<file path="src/rtl/mem_stage_ws_pkg.sv">
// Shared constants for the memory stage.
// Opcode values, CPU exec state and MEM FSM encoding.
package mem_stage_ws_pkg;

    localparam logic       STATE_EXEC = 1'b1;
    localparam logic [4:0] OP_LOAD    = 5'b10010;

    typedef enum logic {
        MS_IDLE = 1'b0,
        MS_WAIT = 1'b1
    } ms_state_t;

endpackage

</file>
<file path="src/rtl/mem_stage_ws_req_latch.sv">
// Request holding registers for a stalled memory access.
// Captures address, data, instruction and kind on load.
module mem_req_latch #(
    parameter int AW  = 16,
    parameter int DW  = 16,
    parameter int IRW = 16
) (
    input  logic           clock,
    input  logic           reset,
    input  logic           load,
    input  logic [AW-1:0]  addr,
    input  logic [DW-1:0]  data,
    input  logic [IRW-1:0] ir,
    input  logic           is_load,
    input  logic           is_store,
    output logic [AW-1:0]  req_addr,
    output logic [DW-1:0]  req_data,
    output logic [IRW-1:0] req_ir,
    output logic           req_load,
    output logic           req_store
);

    // Hold the request stable for the whole wait period
    always_ff @(posedge clock) begin
        if (!reset) begin
            req_addr  <= '0;
            req_data  <= '0;
            req_ir    <= '0;
            req_load  <= 1'b0;
            req_store <= 1'b0;
        end else if (load) begin
            req_addr  <= addr;
            req_data  <= data;
            req_ir    <= ir;
            req_load  <= is_load;
            req_store <= is_store;
        end
    end

endmodule

</file>
<file path="src/rtl/mem_stage_ws.sv">
// MEM pipeline stage with wait-state memory handshake.
// Stalls upstream while memory is slow; flags timeouts.
module mem_stage_ws
    import mem_stage_ws_pkg::*;
#(
    parameter int DW  = 16,
    parameter int AW  = 16,
    parameter int IRW = 16,
    parameter int OPW = 5,
    parameter int TMO = 15
) (
    input  logic           clock,
    input  logic           reset,
    input  logic           state,
    input  logic [IRW-1:0] mem_ir,
    input  logic [DW-1:0]  reg_C,
    input  logic [DW-1:0]  smdr1,
    input  logic           dw,
    input  logic [DW-1:0]  d_datain,
    input  logic           d_ready,
    output logic [IRW-1:0] wb_ir,
    output logic [DW-1:0]  reg_C1,
    output logic [AW-1:0]  d_addr,
    output logic [DW-1:0]  d_dataout,
    output logic           d_we,
    output logic           d_re,
    output logic           stall,
    output logic           mem_err
);

    ms_state_t      fsm;
    logic [7:0]     wait_cnt;
    logic [OPW-1:0] op;
    logic           is_load;
    logic           is_store;
    logic           memop;
    logic           go;
    logic           start;
    logic           waiting;
    logic           timeout;
    logic           latch_en;
    logic [AW-1:0]  req_addr;
    logic [DW-1:0]  req_data;
    logic [IRW-1:0] req_ir;
    logic           req_load;
    logic           req_store;

    assign op       = mem_ir[IRW-1 -: OPW];
    assign is_load  = (op == OPW'(OP_LOAD));
    assign is_store = dw & ~is_load;
    assign memop    = is_load | dw;
    assign go       = (fsm == MS_IDLE) && (state == STATE_EXEC);
    assign start    = go & memop;
    assign waiting  = (fsm == MS_WAIT);
    assign timeout  = waiting & ~d_ready & (wait_cnt == 8'(TMO));
    assign latch_en = start & ~d_ready;
    assign stall    = latch_en | (waiting & ~d_ready & ~timeout);

    mem_req_latch #(
        .AW  (AW),
        .DW  (DW),
        .IRW (IRW)
    ) u_req (
        .clock     (clock),
        .reset     (reset),
        .load      (latch_en),
        .addr      (reg_C[AW-1:0]),
        .data      (smdr1),
        .ir        (mem_ir),
        .is_load   (is_load),
        .is_store  (is_store),
        .req_addr  (req_addr),
        .req_data  (req_data),
        .req_ir    (req_ir),
        .req_load  (req_load),
        .req_store (req_store)
    );

    // Memory port: live request in IDLE, held request in WAIT
    always_comb begin
        d_addr    = reg_C[AW-1:0];
        d_dataout = smdr1;
        d_re      = start & is_load;
        d_we      = start & is_store;
        if (waiting) begin
            d_addr    = req_addr;
            d_dataout = req_data;
            d_re      = req_load;
            d_we      = req_store;
        end
        if (!reset) begin
            d_re = 1'b0;
            d_we = 1'b0;
        end
    end

    // Access FSM, wait counter and WB-side result registers
    always_ff @(posedge clock) begin
        if (!reset) begin
            fsm      <= MS_IDLE;
            wait_cnt <= '0;
            wb_ir    <= '0;
            reg_C1   <= '0;
            mem_err  <= 1'b0;
        end else begin
            unique case (fsm)
                MS_IDLE: begin
                    if (go) begin
                        if (!memop) begin
                            wb_ir  <= mem_ir;
                            reg_C1 <= reg_C;
                        end else if (d_ready) begin
                            wb_ir  <= mem_ir;
                            reg_C1 <= is_load ? d_datain
                                              : DW'(reg_C[AW-1:0]);
                        end else begin
                            fsm      <= MS_WAIT;
                            wait_cnt <= 8'd1;
                            wb_ir    <= '0;
                        end
                    end
                end
                MS_WAIT: begin
                    if (d_ready) begin
                        fsm      <= MS_IDLE;
                        wait_cnt <= '0;
                        wb_ir    <= req_ir;
                        reg_C1   <= req_load ? d_datain
                                             : DW'(req_addr);
                    end else if (timeout) begin
                        fsm      <= MS_IDLE;
                        wait_cnt <= '0;
                        wb_ir    <= req_ir;
                        reg_C1   <= '0;
                        mem_err  <= 1'b1;
                    end else begin
                        wait_cnt <= wait_cnt + 8'd1;
                        wb_ir    <= '0;
                    end
                end
                default: fsm <= MS_IDLE;
            endcase
        end
    end

endmodule

</file>
<file path="config.mk">
export PLATFORM = sky130hd
export DESIGN_NAME = mem_stage_ws
export DESIGN_NICKNAME = d
export VERILOG_FILES = /design/src/rtl/mem_stage_ws_pkg.sv /design/src/rtl/mem_stage_ws_req_latch.sv /design/src/rtl/mem_stage_ws.sv
export SDC_FILE = /design/constraint.sdc
export NUM_CORES = 1
export LEC_CHECK = 0
export CAP_MARGIN = 20
export CORE_ASPECT_RATIO = 0.6
export CORE_MARGIN = 2
export CORE_UTILIZATION = 50
export CTS_BUF_LIST = sky130_fd_sc_hd__clkbuf_8
export CTS_CLUSTER_DIAMETER = 40
export DETAILED_ROUTE_END_ITERATION = 6
export PLACE_DENSITY = 0.83
export SLEW_MARGIN = 20
export SYNTH_ARGS = -nofsm -noshare
export SYNTH_HDL_FRONTEND = slang
export SYNTH_HIERARCHICAL = 1
export SYNTH_SLANG_ARGS = --single-unit
</file>
<file path="constraint.sdc">
create_clock -name clock -period 2.8 [get_ports clock]
set_input_delay 0.56 -clock clock [delete_from_list [all_inputs] [get_ports clock]]
set_output_delay 0.56 -clock clock [all_outputs]
set_load 0.02 [all_outputs]
</file>
=== Word level (Yosys, flattened, before mapping) ===
Index checks and enable logic that the tools add are counted.

* Multiplexer cells: 32
* Equality and inequality tests: 7
* Reductions and logical operators: 4
* $add $sub $neg: 1
* Bitwise operators: 14

{| class="wikitable"
|+ Operators by type and width
! cell !! number
|-
| $mux 16 || 14
|-
| $pmux 16 s2 || 2
|-
| $mux 8 || 5
|-
| $pmux 8 s2 || 1
|-
| $mux 1 || 9
|-
| $reduce_and 3->1 || 3
|-
| $add 8x1->8 const B || 1
|-
| $and 1x1->1 || 8
|-
| $eq 8x4->1 const B || 1
|-
| $ne 2x2->1 const B || 3
|-
| $eq 5x5->1 const B || 1
|-
| $not 1->1 || 4
|-
| $ne 3x2->1 const B || 1
|-
| $ne 3x3->1 const B || 1
|-
| $or 1x1->1 || 2
|-
| $pmux 1 s2 || 1
|-
| $logic_and 1x1->1 || 1
|}

* Bits in registers: 92
* Bits of input ports: 69
* Output and inout port bits: 68
* Logic and storage cells: 68

=== Longest topological paths before layout ===
Gate-level depths: netlist (run 1).

* Depth in word-level cells: 6
* Mapped depth: 9
* Gate-level depth less buffers: 6

=== Hierarchy ===
The synthesis (run 1) kept the hierarchy.

{| class="wikitable"
|+ By module, submodules not included
! module !! times used !! cells an instance !! area an instance (um^2) !! seq. area each (um^2)
|-
| mem_stage_ws || 1 || 344 || 2932.8 || 840.8
|-
| mem_req_latch || 1 || 161 || 1919.3 || 1001.0
|}

=== Worst setup path after synthesis (run 1) ===
Ideal clock, no wire load.

* Kind: input port to output port
* From: in mem_ir[15]
* To: out d_re
* Stages: 6
* Arrival: 1.704 ns
* Required time: 2.240 ns
* Slack: 0.536 ns
* Path through: nor2b_1 > clkbuf_1 > clkbuf_1 > and2_1 > a22oi_1 > nor2b_1

* Cells in the longest elaborated chain, start to end: 6

{| class="wikitable"
|+ RTL lines
! item !! line !! text
|-
| start, declared || mem_stage_ws.sv:15 || <nowiki>input logic [IRW-1:0] mem_ir,</nowiki>
|-
| $eq 5x5->1 (*) || mem_stage_ws.sv:49 || <nowiki>assign is_load = (op == OPW'(OP_LOAD));</nowiki>
|-
| net is_load || mem_stage_ws.sv:34 || <nowiki>logic is_load;</nowiki>
|-
| $or 1x1->1 || mem_stage_ws.sv:51 || <nowiki>assign memop = is_load | dw;</nowiki>
|-
| $and 1x1->1 || mem_stage_ws.sv:53 || <nowiki>assign start = go & memop;</nowiki>
|-
| $and 1x1->1 (*) || mem_stage_ws.sv:83 || <nowiki>d_re = start & is_load;</nowiki>
|-
| $mux 1 (*) || mem_stage_ws.sv:85 || <nowiki>if (waiting) begin</nowiki>
|-
| $mux 1 (*) || mem_stage_ws.sv:91 || <nowiki>if (!reset) begin</nowiki>
|-
| end, declared || mem_stage_ws.sv:26 || <nowiki>output logic d_re,</nowiki>
|}

Mark *: on every way through the listed nets, which the timed path passes. The rest lies on a longest branch.

=== Final worst setup path (run 1) ===
* From: reg fsm
* To: out d_addr[15]

* Cells in the longest elaborated chain, start to end: 1

{| class="wikitable"
|+ RTL lines
! item !! line !! text
|-
| start, declared || mem_stage_ws.sv:31 || <nowiki>ms_state_t fsm;</nowiki>
|-
| start signal, assigned || mem_stage_ws.sv:100 || <nowiki>fsm <= MS_IDLE;</nowiki>
|-
| start signal, assigned || mem_stage_ws.sv:117 || <nowiki>fsm <= MS_WAIT;</nowiki>
|-
| start signal, assigned || mem_stage_ws.sv:125 || <nowiki>fsm <= MS_IDLE;</nowiki>
|-
| $mux 16 || mem_stage_ws.sv:85 ||
|-
| end, declared || mem_stage_ws.sv:23 || <nowiki>output logic [AW-1:0] d_addr,</nowiki>
|}

Every way passes these cells.

==> results_dict.tcl, run 1 <==
set metrics [dict create \
    run_status "finished, final reports clean" \
    cap_violations 0 \
    layout_commonest_cell "clkdlybuf4s50_1" \
    fin_setup_tns_ns 0 \
    drt_iter0_markers 330 \
    cts_tree "built" \
    design_area_sq_um 6611 \
    setup_slack_ns 0.09867 \
    synth.cell_area_sq_um 4852 \
    cts_resized 4 \
    final_core_util_pct 71.17 \
    swShare_pct 29.29 \
    ios 137 \
    dieWidth_um 131.2 \
    ir_drop_mv 0.3196 \
    core_sq_um 9290 \
    period_share_pct 96.48 \
    hold_path.class "register to register" \
    cp_max_fo 44 \
    cts_setup_buffers 0 \
    synth_area_leaders "dfxtp_1 38%, mux2i_1 17%, nor2b_1 7.6%, mux2_2 7.4%, a21oi_1 3.7%" \
    firstDrtPassIters 6 \
    synth-seq-area-share_pct 37.96 \
    p_int_mw 2.080 \
    p_sw_mw 0.8618 \
    relSlewSlack_pct 45.82 \
    placed_cell_area_sq_um 6439 \
    wirelength_mm 13.62 \
    clock_latency_ns 0.37 \
    slew_violations 0 \
    ys_ff_latch 92 \
    drt-wirelength-per-cell_um 17.53 \
    antenna_found_initial 0 \
    ys_types 39 \
    finalPower_mw 2.942 \
    holdWs_ns 0.4615 \
    cts-htree-levels 3 \
    syn2layout_area_growth_pct 36.26 \
    cp.required_ns 2.24 \
    min_period_ns 2.701 \
    p_per_area_nw_per_um2 445.0 \
    instances_no_fill 777 \
    pwr-share-comb_pct 23.9 \
    avgViaCountPerCell 5.609 \
    ant_nets 0 \
    crit_type "register to primary output" \
    avgSynthCellArea_sq_um 9.608 \
    netlist_instances 505 \
    place_worst_setup_slack_ns -0.2830 \
    clockRootBuffer "clkbuf_8" \
    drive_gt1_share_pct 14.99 \
    place_congestion 0.8915 \
    cts.sinks 92 \
    layout_common_cells "132 x clkdlybuf4s50_1, 91 x dfxtp_1, 83 x mux2i_1" \
    die_h_um 80.31 \
    track_usage_pct 26.18 \
    place_inst 761 \
    cts_buffers 9 \
    fmax_mhz 370.2 \
    end_kind "primary output" \
    yosysTopAreaCell "dfxtp_1" \
    worstMarginPinSlew_ns 0.8127 \
    port_buffers 136 \
    diodes 0 \
    start_util_pct 52.23 \
    synth_top_area_share_pct 37.96 \
    clkPwrFrac_pct 28.1 \
    route.vias.total 4358 \
    grt_pass1_vias 4250 \
    num_rows 27 \
    synth_nets 575 \
    fin_skew_ns 0.009667 \
    p_seq_share_pct 48.0 \
    hold_violations 0 \
    grt_pass1_wl_mm 21.82 \
    fillers 690 \
    cp-start-kind "register" \
    critical_path_arrival_ns 2.14 \
    place_hpwl_mm 9.680 \
    grt_overflow 0 \
    clockBufferDepth 2 \
    setup_viol 0 \
    nNetsFinal 712 \
    grt_max_degree 69 \
    clk_pin_slew_ns 0.09 \
    die-area_sq_um 10530 \
    cts_hold_buf 0 \
    post-route-drc-count 0 \
    rsz0062_at_grt "false" \
    yosys_warnings 6 \
    leakagePower_nw 2.345 \
]
-- final timing paths --
check,startpoint,end,slack [ns],cells after the start
max,fsm$_SDFF_PN0_,d_addr[15],0.1,3
min,reg_C1[0]$_SDFFE_PN0P_,reg_C1[0]$_SDFFE_PN0P_,0.46,2
max reg2reg,wait_cnt[0]$_SDFFE_PN0P_,wb_ir[14]$_SDFFE_PN0P_,0.70,6
min reg2reg,reg_C1[0]$_SDFFE_PN0P_,reg_C1[0]$_SDFFE_PN0P_,0.46,2
-- synthesized netlist by cell type --
| library cell | instances |
|---|---|
| mux2_2 | 32 |
| nand3_1 | 15 |
| ha_1 | 1 |
| a311oi_2 | 1 |
| o211a_1 | 1 |
| nor2b_1 | 59 |
| or3b_1 | 1 |
| and2_1 | 1 |
| or4_1 | 2 |
| nor2_1 | 4 |
| inv_1 | 4 |
| o21ai_4 | 1 |
| o31ai_2 | 1 |
| a21oi_1 | 36 |
| a32oi_1 | 3 |
| a22oi_1 | 3 |
| a311oi_1 | 1 |
| buf_2 | 4 |
| o21ai_2 | 1 |
| buf_1 | 2 |
| dfxtp_1 | 92 |
| or2_2 | 2 |
| o311ai_0 | 16 |
| o311ai_4 | 1 |
| buf_6 | 2 |
| a21boi_0 | 19 |
| mux2i_1 | 83 |
| o21ai_0 | 35 |
| clkbuf_1 | 31 |
| nand2_1 | 20 |
| nor3b_4 | 1 |
| o21a_1 | 1 |
| and3b_1 | 1 |
| a211o_1 | 1 |
| or3_1 | 3 |
| and3_1 | 16 |
| or4_4 | 1 |
| buf_8 | 5 |
| o31ai_1 | 2 |
-- sequential cells by signal (all words and copies together) (netlist names) --
| register | cells |
|---|---|
| fsm | 1 |
| u_req/req_ir | 16 |
| u_req/req_store | 1 |
| wb_ir | 16 |
| u_req/req_load | 1 |
| reg_C1 | 16 |
| u_req/req_addr | 16 |
| mem_err | 1 |
| u_req/req_data | 16 |
| wait_cnt | 8 |
-- area by class of cell --
type                    count  area (sq um)  area share, %
clock inverters             6         38.79         0.5867
flip-flops and latches     92          1843          27.88
multi-input cells         365          2759          41.73
inverters                   4         15.01         0.2271
clock buffers              10         137.6          2.082
well taps                 130         162.7          2.460
repair buffers            170          1655          25.04
-- layer usage --
layer | vias to the layer above | global-route usage, % | wire length, um
met5 | - | 0 | 0
met4 | 0 | 6.413 | 191
met3 | 16 | 6.818 | 960
met2 | 171 | 39.84 | 5731
met1 | 2070 | 37.06 | 6734
li1 | 2101 | - | -
-- critical path: stages, from the launching register on --
cell and delay (ns):
dfxtp_2 0.57, buf_12 0.26, mux2_2 0.38, clkdlybuf4s50_1 0.56
-- kinds of logic (layout without fill, tap and decap cells) --
family | after synthesis | count (layout) | synth area share (%)
compound gates | 123 | 123 | 16.81
fa+ha+maj | 1 | 1 | 0.2578
buf+inv | 48 | 190 | 5.286
flops | 92 | 92 | 37.96
mux | 115 | 115 | 24.55
simple gates | 126 | 126 | 15.14
-- power by group through the flow --
stage / clock network (mW) / registers (mW) / logic (mW)
after floorplan: 0 / 1.48 / 0.315
after global placement: 0 / 1.44 / 0.685
after detailed placement: 0 / 1.44 / 0.697
after CTS: 0.839 / 1.41 / 0.701
after global routing: 0.894 / 1.42 / 0.746
final: 0.827 / 1.41 / 0.702
Note: power is estimated with default switching activity, not from simulation.
==> run 2: changes to the inputs <==
- CAP_MARGIN: 20 -> default
- SETUP_SLACK_MARGIN: default -> 0.2
==> run 2 against run 1 <==
  * Final cell count up 0.39%
  * Global-route usage up 0.18 points
  * Power down 0.14%
  * Combinational power up 0.7%
  * Critical path type is now input pin to primary output
  * Largest cell class unchanged
  * Largest power group unchanged
==> results_dict.tcl, run 2 (synthesized netlist as in run 1, its figures left out) <==
set metrics [dict create \
    clockBufferDepth 2 \
    cts_hold_buf 0 \
    hold_violations 0 \
    leakagePower_nw 2.375 \
    cts_tree "built" \
    setup_viol 0 \
    slew_violations 0 \
    place_congestion 0.8915 \
    grt_max_degree 69 \
    final_core_util_pct 71.52 \
    nNetsFinal 715 \
    clock_latency_ns 0.37 \
    cap_violations 0 \
    placed_cell_area_sq_um 6439 \
    crit_type "input pin to primary output" \
    worstMarginPinSlew_ns 0.8028 \
    critical_path_arrival_ns 2.06 \
    post-route-drc-count 0 \
    cp_max_fo 2 \
    cts_buffers 9 \
    fillers 683 \
    clockRootBuffer "clkbuf_8" \
    start_util_pct 52.23 \
    ir_drop_mv 0.3202 \
    grt_pass1_wl_mm 21.97 \
    core_sq_um 9290 \
    layout_commonest_cell "clkdlybuf4s50_1" \
    rrSetupSlack_ns 0.72 \
    cts-htree-levels 3 \
    fmax_mhz 382.1 \
    cp-start-kind "input pin" \
    layout_common_cells "130 x clkdlybuf4s50_1, 91 x dfxtp_1, 83 x mux2i_1" \
    wirelength_mm 13.73 \
    cp.required_ns 2.24 \
    design_area_sq_um 6644 \
    route.vias.total 4414 \
    clk_pin_slew_ns 0.09 \
    p_per_area_nw_per_um2 442.2 \
    run_status "finished, final reports clean" \
    avgViaCountPerCell 5.659 \
    antenna_found_initial 0 \
    grt_overflow 0 \
    setup_slack_ns 0.1826 \
    fin_skew_ns 0.009735 \
    drt_iter0_markers 348 \
    cts.sinks 92 \
    drive_gt1_share_pct 16.00 \
    syn2layout_area_growth_pct 36.93 \
    place_worst_setup_slack_ns -0.2830 \
    ant_nets 0 \
    port_buffers 136 \
    grt_pass1_vias 4260 \
    min_period_ns 2.617 \
    place_hpwl_mm 9.680 \
    ios 137 \
    die-area_sq_um 10530 \
    drt-wirelength-per-cell_um 17.60 \
    period_share_pct 93.48 \
    hold_path.class "register to register" \
    dieWidth_um 131.2 \
    relSlewSlack_pct 46.47 \
    die_h_um 80.31 \
    num_rows 27 \
    end_kind "primary output" \
    track_usage_pct 26.36 \
    holdWs_ns 0.4611 \
    rsz0062_at_grt "true" \
    fin_setup_tns_ns 0 \
    firstDrtPassIters 5 \
    diodes 0 \
]
## run 2: cell count changes in the layout (fill, tap and decap cells not counted), sizes merged
cell / delta
buf: +6
clkbuf: -1
clkdlybuf4s50: -2
clkdlybuf4s15: -1
dlymetal6s2s: +1
## run 2: path summary, 6_finish.rpt
kind / cells past startpoint / from / end
worst max-delay path: 6 / mem_ir[12] / stall
worst min-delay path: 2 / reg_C1[0]$_SDFFE_PN0P_ / reg_C1[0]$_SDFFE_PN0P_
worst max register to register: 6 / wait_cnt[0]$_SDFFE_PN0P_ / wb_ir[14]$_SDFFE_PN0P_
worst min register to register: 2 / reg_C1[0]$_SDFFE_PN0P_ / reg_C1[0]$_SDFFE_PN0P_
## run 2: power breakdown
group / internal [mW] / switching (mW)
clock: 0.345 / 0.474
sequential: 1.37 / 0.0397
combinational: 0.365 / 0.342
## run 2: timing repair
item,CTS,global route
resized for setup,16,5
setup buffers,1,2
pin swaps,1,0
endpoints found under the setup margin,35,35
## run 2: routing by layer
metal | part of all wire [%] | up-vias | track usage, %
li1 | - | 2105 | -
met1 | 48 | 2093 | 37.22
met2 | 43 | 200 | 40.32
met3 | 8.2 | 16 | 6.818
met4 | 1.1 | 0 | 6.413
met5 | 0 | - | 0
## run 2: area by class of cell
type                            count  area [sq um]  share of cell area (%)
Inverter                            4         15.01                  0.2260
Clock inverter                      6         38.79                  0.5838
Multi-Input combinational cell    365          2765                   41.62
Clock buffer                       10         137.6                   2.072
Sequential cell                    92          1846                   27.78
Tap cell                          130         162.7                   2.448
Timing Repair Buffer              173          1679                   25.27
## run 2: worst max-delay path: stages
cell and delay (ns):
clkdlybuf4s50_1 0.48, nor3b_4 0.30, a21oi_2 0.12, or3b_1 0.38
nand2_1 0.08, buf_4 0.14
## run 2: through the flow
| stage | instances | total power [mW] |
|---|---|---|
| global placement | 761 | 2.123 |
| floorplan | 505 | 1.792 |
| global route | 780 | 3.064 |
| finish | 780 | 2.938 |
| detailed placement | 761 | 2.139 |
| CTS | 778 | 2.952 |
==> variant 1 (flow settings as in run 2) <==
`IRW` is set to 16 in 2 places; all go to 18.
--- a/src/rtl/mem_stage_ws_req_latch.sv
+++ b/src/rtl/mem_stage_ws_req_latch.sv
@@ -4,5 +4,5 @@
     parameter int AW  = 16,
     parameter int DW  = 16,
-    parameter int IRW = 16
+    parameter int IRW = 18
 ) (
     input  logic           clock,
--- a/src/rtl/mem_stage_ws.sv
+++ b/src/rtl/mem_stage_ws.sv
@@ -6,5 +6,5 @@
     parameter int DW  = 16,
     parameter int AW  = 16,
-    parameter int IRW = 16,
+    parameter int IRW = 18,
     parameter int OPW = 5,
     parameter int TMO = 15
Ports: changed (resized mem_ir and wb_ir); port bits go from 137 to 141. The function was not compared with the original's and may differ.
==> variant 1 against run 2 <==
- clock power increased by 21%
- non-clock buffer count decreased by 8
- sequential cell count increased by 4
- combinational power increased by 2%
- cell area increased by 3.0%
- routed wire length increased by 0.32%
- via count increased by 3.8%
- hold slack improved by 0.0080 ns
- total power increased by 8.5%
- setup slack improved by 0.032 ns
- largest power group unchanged
- synthesized area increased by 4.8%
- register-to-register slack got worse by 0.16 ns
==> variant 1: results (changes against run 2) <==
### Route
• DR WL met3: 1143 um, +1.3%
• post-detailed-route via-to-cell ratio: 5.595, -1.1%
• M1 wire length: 6403 um, -2.1%
• Starting DRT DRC Count: 262, -25%
• routed wl met2: 6048 um, +2.4%
• highest routed metal layer: met5
• 1st-pass router iterations: 4, -1

### Placement
• placed insts: 799, +5.0%
• number of buffers added on ports: 140, +2.9%
• placed cell areas: 0.006580 mm^2, +2.2%
• Worst Setup Slack post-DPL: -0.2763 ns, +0.006764 ns
• sum of net half-perimeters after detailed placement: 9682 um, about the same
• global placement routability congestion: 0.8755, -1.8%

### Setup path
• WP data arrival: 2.03 ns, -0.03 ns
• flop2flop setup slack: 0.56 ns, -0.16 ns
• timing endpoint of the critical path: d_re
• worst reg2reg startpoint: fsm
• worst-case reg-to-reg path depth: 5, -1

### Global routing
• met1 Use GR: 33.96%, -3.3 points
• M3 GR Usage: 7.143%, +0.32 points
• vias in the first global route: 4258, -0.047%
• largest net degree at the start of global routing: 107, +55%
• global-route wire length before repair: 21580 um, -1.8%
• M2 GR Usage: 39.03%, -1.3 points
• total global routing track utilization: 24.92%, -1.4 points

### Hold path
• sink of the worst hold path: reg_C1[3]
• Min-Delay Startpoint: reg_C1[3]

### Logic synthesis
• average cell area after synthesis: 9.233 um^2, -3.9%
• sequential share of the synthesized area: 37.78%, -0.18 points
• fraction of synthesized area in multiplexers: 23.83%, -0.72 points
• adder-cell share of the synthesized area: 0.2459%, -0.012 points
• Synth Area in Compound Gates: 11.58%, -5.2 points

### Cells and area
• filler cell count in the final layout: 745, +9.1%
• layout cell share with drive strength beyond 1: 13.60%, -2.4 points

### Run status
• status: complete, no violations

### STA
• Final Skew: 0.01070 ns, +0.0009623 ns
• slew at the pin closest to its max-slew limit: 1.059 ns, +0.2563 ns

### Power and ir drop
• leakage dissipation: 2.379 nW, +0.17%

## variant 1: tightest hold or removal path, stage by stage, from the launching register on
cell and delay [ns]:
dfxtp_1 0.32, nand2_1 0.05, mux2i_1 0.06
## variant 1: layout make-up
type | instances | area [um^2] | area share [%]
inverters | 2 | 7.507 | 0.1097
flip-flops and latches | 96 | 1926 | 28.14
clock buffers | 9 | 123.9 | 1.810
repair buffers | 165 | 1628 | 23.78
clock inverters | 7 | 95.09 | 1.389
multi-input cells | 405 | 2895 | 42.30
well taps | 135 | 168.9 | 2.468
## variant 1: timing repair
item                                    in CTS  in global routing
endpoints found under the hold margin        0                  0
endpoints found under the setup margin      26                  3
resized for setup                           15                  6
cloned                                       0                  0
buffers inserted                             4                  0
pin swaps                                    1                  1
## variant 1: where the power goes
group          total [W]  internal, W  switching, W
Combinational   0.000721     0.000363      0.000358
Clock           0.000995     0.000506      0.000489
Sequential       0.00147      0.00143     0.0000392
==> variant 2 (flow settings as in run 2) <==
Without the edit above. Reset style: asynchronous (`reset`), changed in 2 clocked blocks.
--- a/src/rtl/mem_stage_ws_req_latch.sv
+++ b/src/rtl/mem_stage_ws_req_latch.sv
@@ -22,5 +22,5 @@
 
     // Hold the request stable for the whole wait period
-    always_ff @(posedge clock) begin
+    always_ff @(posedge clock or negedge reset) begin
         if (!reset) begin
             req_addr  <= '0;
--- a/src/rtl/mem_stage_ws.sv
+++ b/src/rtl/mem_stage_ws.sv
@@ -96,5 +96,5 @@
 
     // Access FSM, wait counter and WB-side result registers
-    always_ff @(posedge clock) begin
+    always_ff @(posedge clock or negedge reset) begin
         if (!reset) begin
             fsm      <= MS_IDLE;
Formal check against the unedited RTL: differs if reset is asserted again (counterexample within 4 cycles, from zero or initial values and one cycle with reset low); with reset held inactive, the same outputs for 4 cycles.
==> variant 2 against run 2 <==
- sequential share of layout area increased by 6.1 points
- synthesized area increased by 3.7%
- setup slack improved by 0.071 ns
- sequential cell count unchanged
- hold slack improved by 0.0091 ns
- count of clock-buffer cells in the layout unchanged
- routed wire length decreased by 5.3%
- clock skew about the same
- cell area increased by 2.4%
- register-to-register slack got worse by 0.05 ns
- non-clock buffer count decreased by 8
Power is not compared: it rests on default switching activity, and its combinational part moved more than twofold at a synthesized area within 25%.
==> variant 2: results (changes against run 2) <==
### Run status
• status: complete, no violations

### Clock network
• CTS buffer count: 9, unchanged
• H-tree lvl count: 3, unchanged
• clock transition time at the flip-flop clock pins of the worst setup and hold paths: 0.08 ns
• Clock Latency Late Sink: 0.36 ns

### Cells and area
• non-filler instance count after layout: 684, -12%
• final layout net count: 614, -14%
• layout cell share with drive strength beyond 1: 32.42%, +16 points
• diode count: 0, unchanged

### Placement
• placed insts: 664, -13%
• sum of net half-perimeters after detailed placement: 9146 um, -5.5%
• number of buffers added on ports: 136, unchanged
• global placement routability congestion: 0.8660, -2.9%

### Route
• Starting DRT DRC Count: 270, -22%
• average wire length per cell after detail routing: 19.01 um, +8.0%
• 1st-pass router iterations: 4, -1
• via count: 3901, -12%

### Logic synthesis
• sequential share of the synthesized area: 45.76%, +7.8 points
• average cell area after synthesis: 12.67 um^2, +32%
• synthesized net count: 467, -19%
• list of most frequent post-synthesis cells: 92 x dfrtp_1, 64 x mux2_2, 50 x mux2_4
• FFs w/ async S/R, synth: 100.0%, +100 points
• total of warnings raised by yosys: 6, unchanged
• leading cell types by total area after synthesis: dfrtp_1 46%, mux2_4 15%, mux2_2 14%
• Yosys cell types: 43, +10%

### Global routing
• total global routing track utilization: 24.32%, -2.0 points
• number of antenna violations at the first check in global routing: 0, unchanged
• vias in the first global route: 3783, -11%
• global-route wire length before repair: 20230 um, -7.9%
• largest net degree at the start of global routing: 89, +29%

### Setup path
• WP data arrival: 1.99 ns, -0.07 ns
• maximum single-stage delay on the critical path: 0.50 ns, +0.02 ns
• CP Max Fanout: 4, +2

### STA
• worst rel slew slack: 43.48%, -3.0 points
• Final Skew: 0.01010 ns, +0.0003614 ns

-- variant 2: repair_timing --
action | CTS | global route
setup endpoints to repair | 28 | 3
resized for setup | 4 | 8
setup buffers | 3 | 0
endpoints found under the hold margin | 4 | 0
hold buffers | 1 | 0
-- variant 2: cell type report --
class / count / area (um^2)
sequential: 92 / 2303
clock buffer: 10 / 137.6
inverter: 4 / 15.01
fill: 689 / 3003
clock inverter: 6 / 41.29
timing repair buffer: 165 / 1624
tap: 135 / 168.9
multi-input combinational: 272 / 2516
-- variant 2: stage by stage --
step                TNS, ns  worst slack (ns)  hold slack [ns]  power, W  cell area, um^2
CTS                       0           0.06176           0.4764  0.004058             6800
detailed placement  -0.2025           -0.2011           0.3760  0.003209             6585
global route              0            0.2008           0.5129  0.004226             6807
finish                    0            0.2540           0.4702  0.004033             6807
floorplan                 0            0.4329           0.2644  0.002592             5031
global placement    -0.1239           -0.1239           0.3768  0.003160             6585
-- variant 2: worst max-delay path, delay by kind of cell --
kind / cells / cell delay (ns)
compound gates: 1 / 0.18
buf+inv: 3 / 0.79
simple gates: 3 / 0.46
-- variant 2: worst paths after layout --
kind / start / to / slack [ns] / cells after the start
setup / recovery: mem_ir[12] / stall / 0.25 / 7
hold / removal: mem_err / mem_err / 0.47 / 1
setup reg to reg: wait_cnt[0] / reg_C1[13] / 0.67 / 6
hold reg to reg: mem_err / mem_err / 0.47 / 1
max in group asynchronous: reset / fsm / 1.22 / 3
min in group asynchronous: reset / wb_ir[15] / 0.55 / 2
-- variant 2: metal layers --
| metal | wire (um) | up-vias | global-route usage (%) | share of wire (%) |
|---|---|---|---|---|
| met5 | 0 | - | 0 | 0 |
| met4 | 123 | 0 | 7.660 | 0.95 |
| met3 | 884 | 16 | 6.173 | 6.8 |
| met2 | 5841 | 152 | 37.32 | 45 |
| met1 | 6155 | 1943 | 34.26 | 47 |
| li1 | - | 1790 | - | - |
-- variant 2: cell families after synthesis --
| kind of cell | Yosys count | share of synthesized area [%] |
|---|---|---|
| AOI/OAI and AO/OA | 88 | 12.29 |
| xor gates and xnor gates | 2 | 0.3482 |
| muxes | 114 | 29.25 |
| and+or+nand+nor | 67 | 7.635 |
| adders and majority gates | 1 | 0.2487 |
| buffers and inverters | 33 | 4.476 |
| DFF | 92 | 45.76 |
-- variant 2: where the power goes --
part | internal (W) | leakage (nW) | switching (W)
Clock | 0.000346 | 0.0897 | 0.000485
Combinational | 0.000832 | 1.68 | 0.000589
Sequential | 0.00160 | 1.12 | 0.000182
Total | 0.00278 | 2.89 | 0.00126
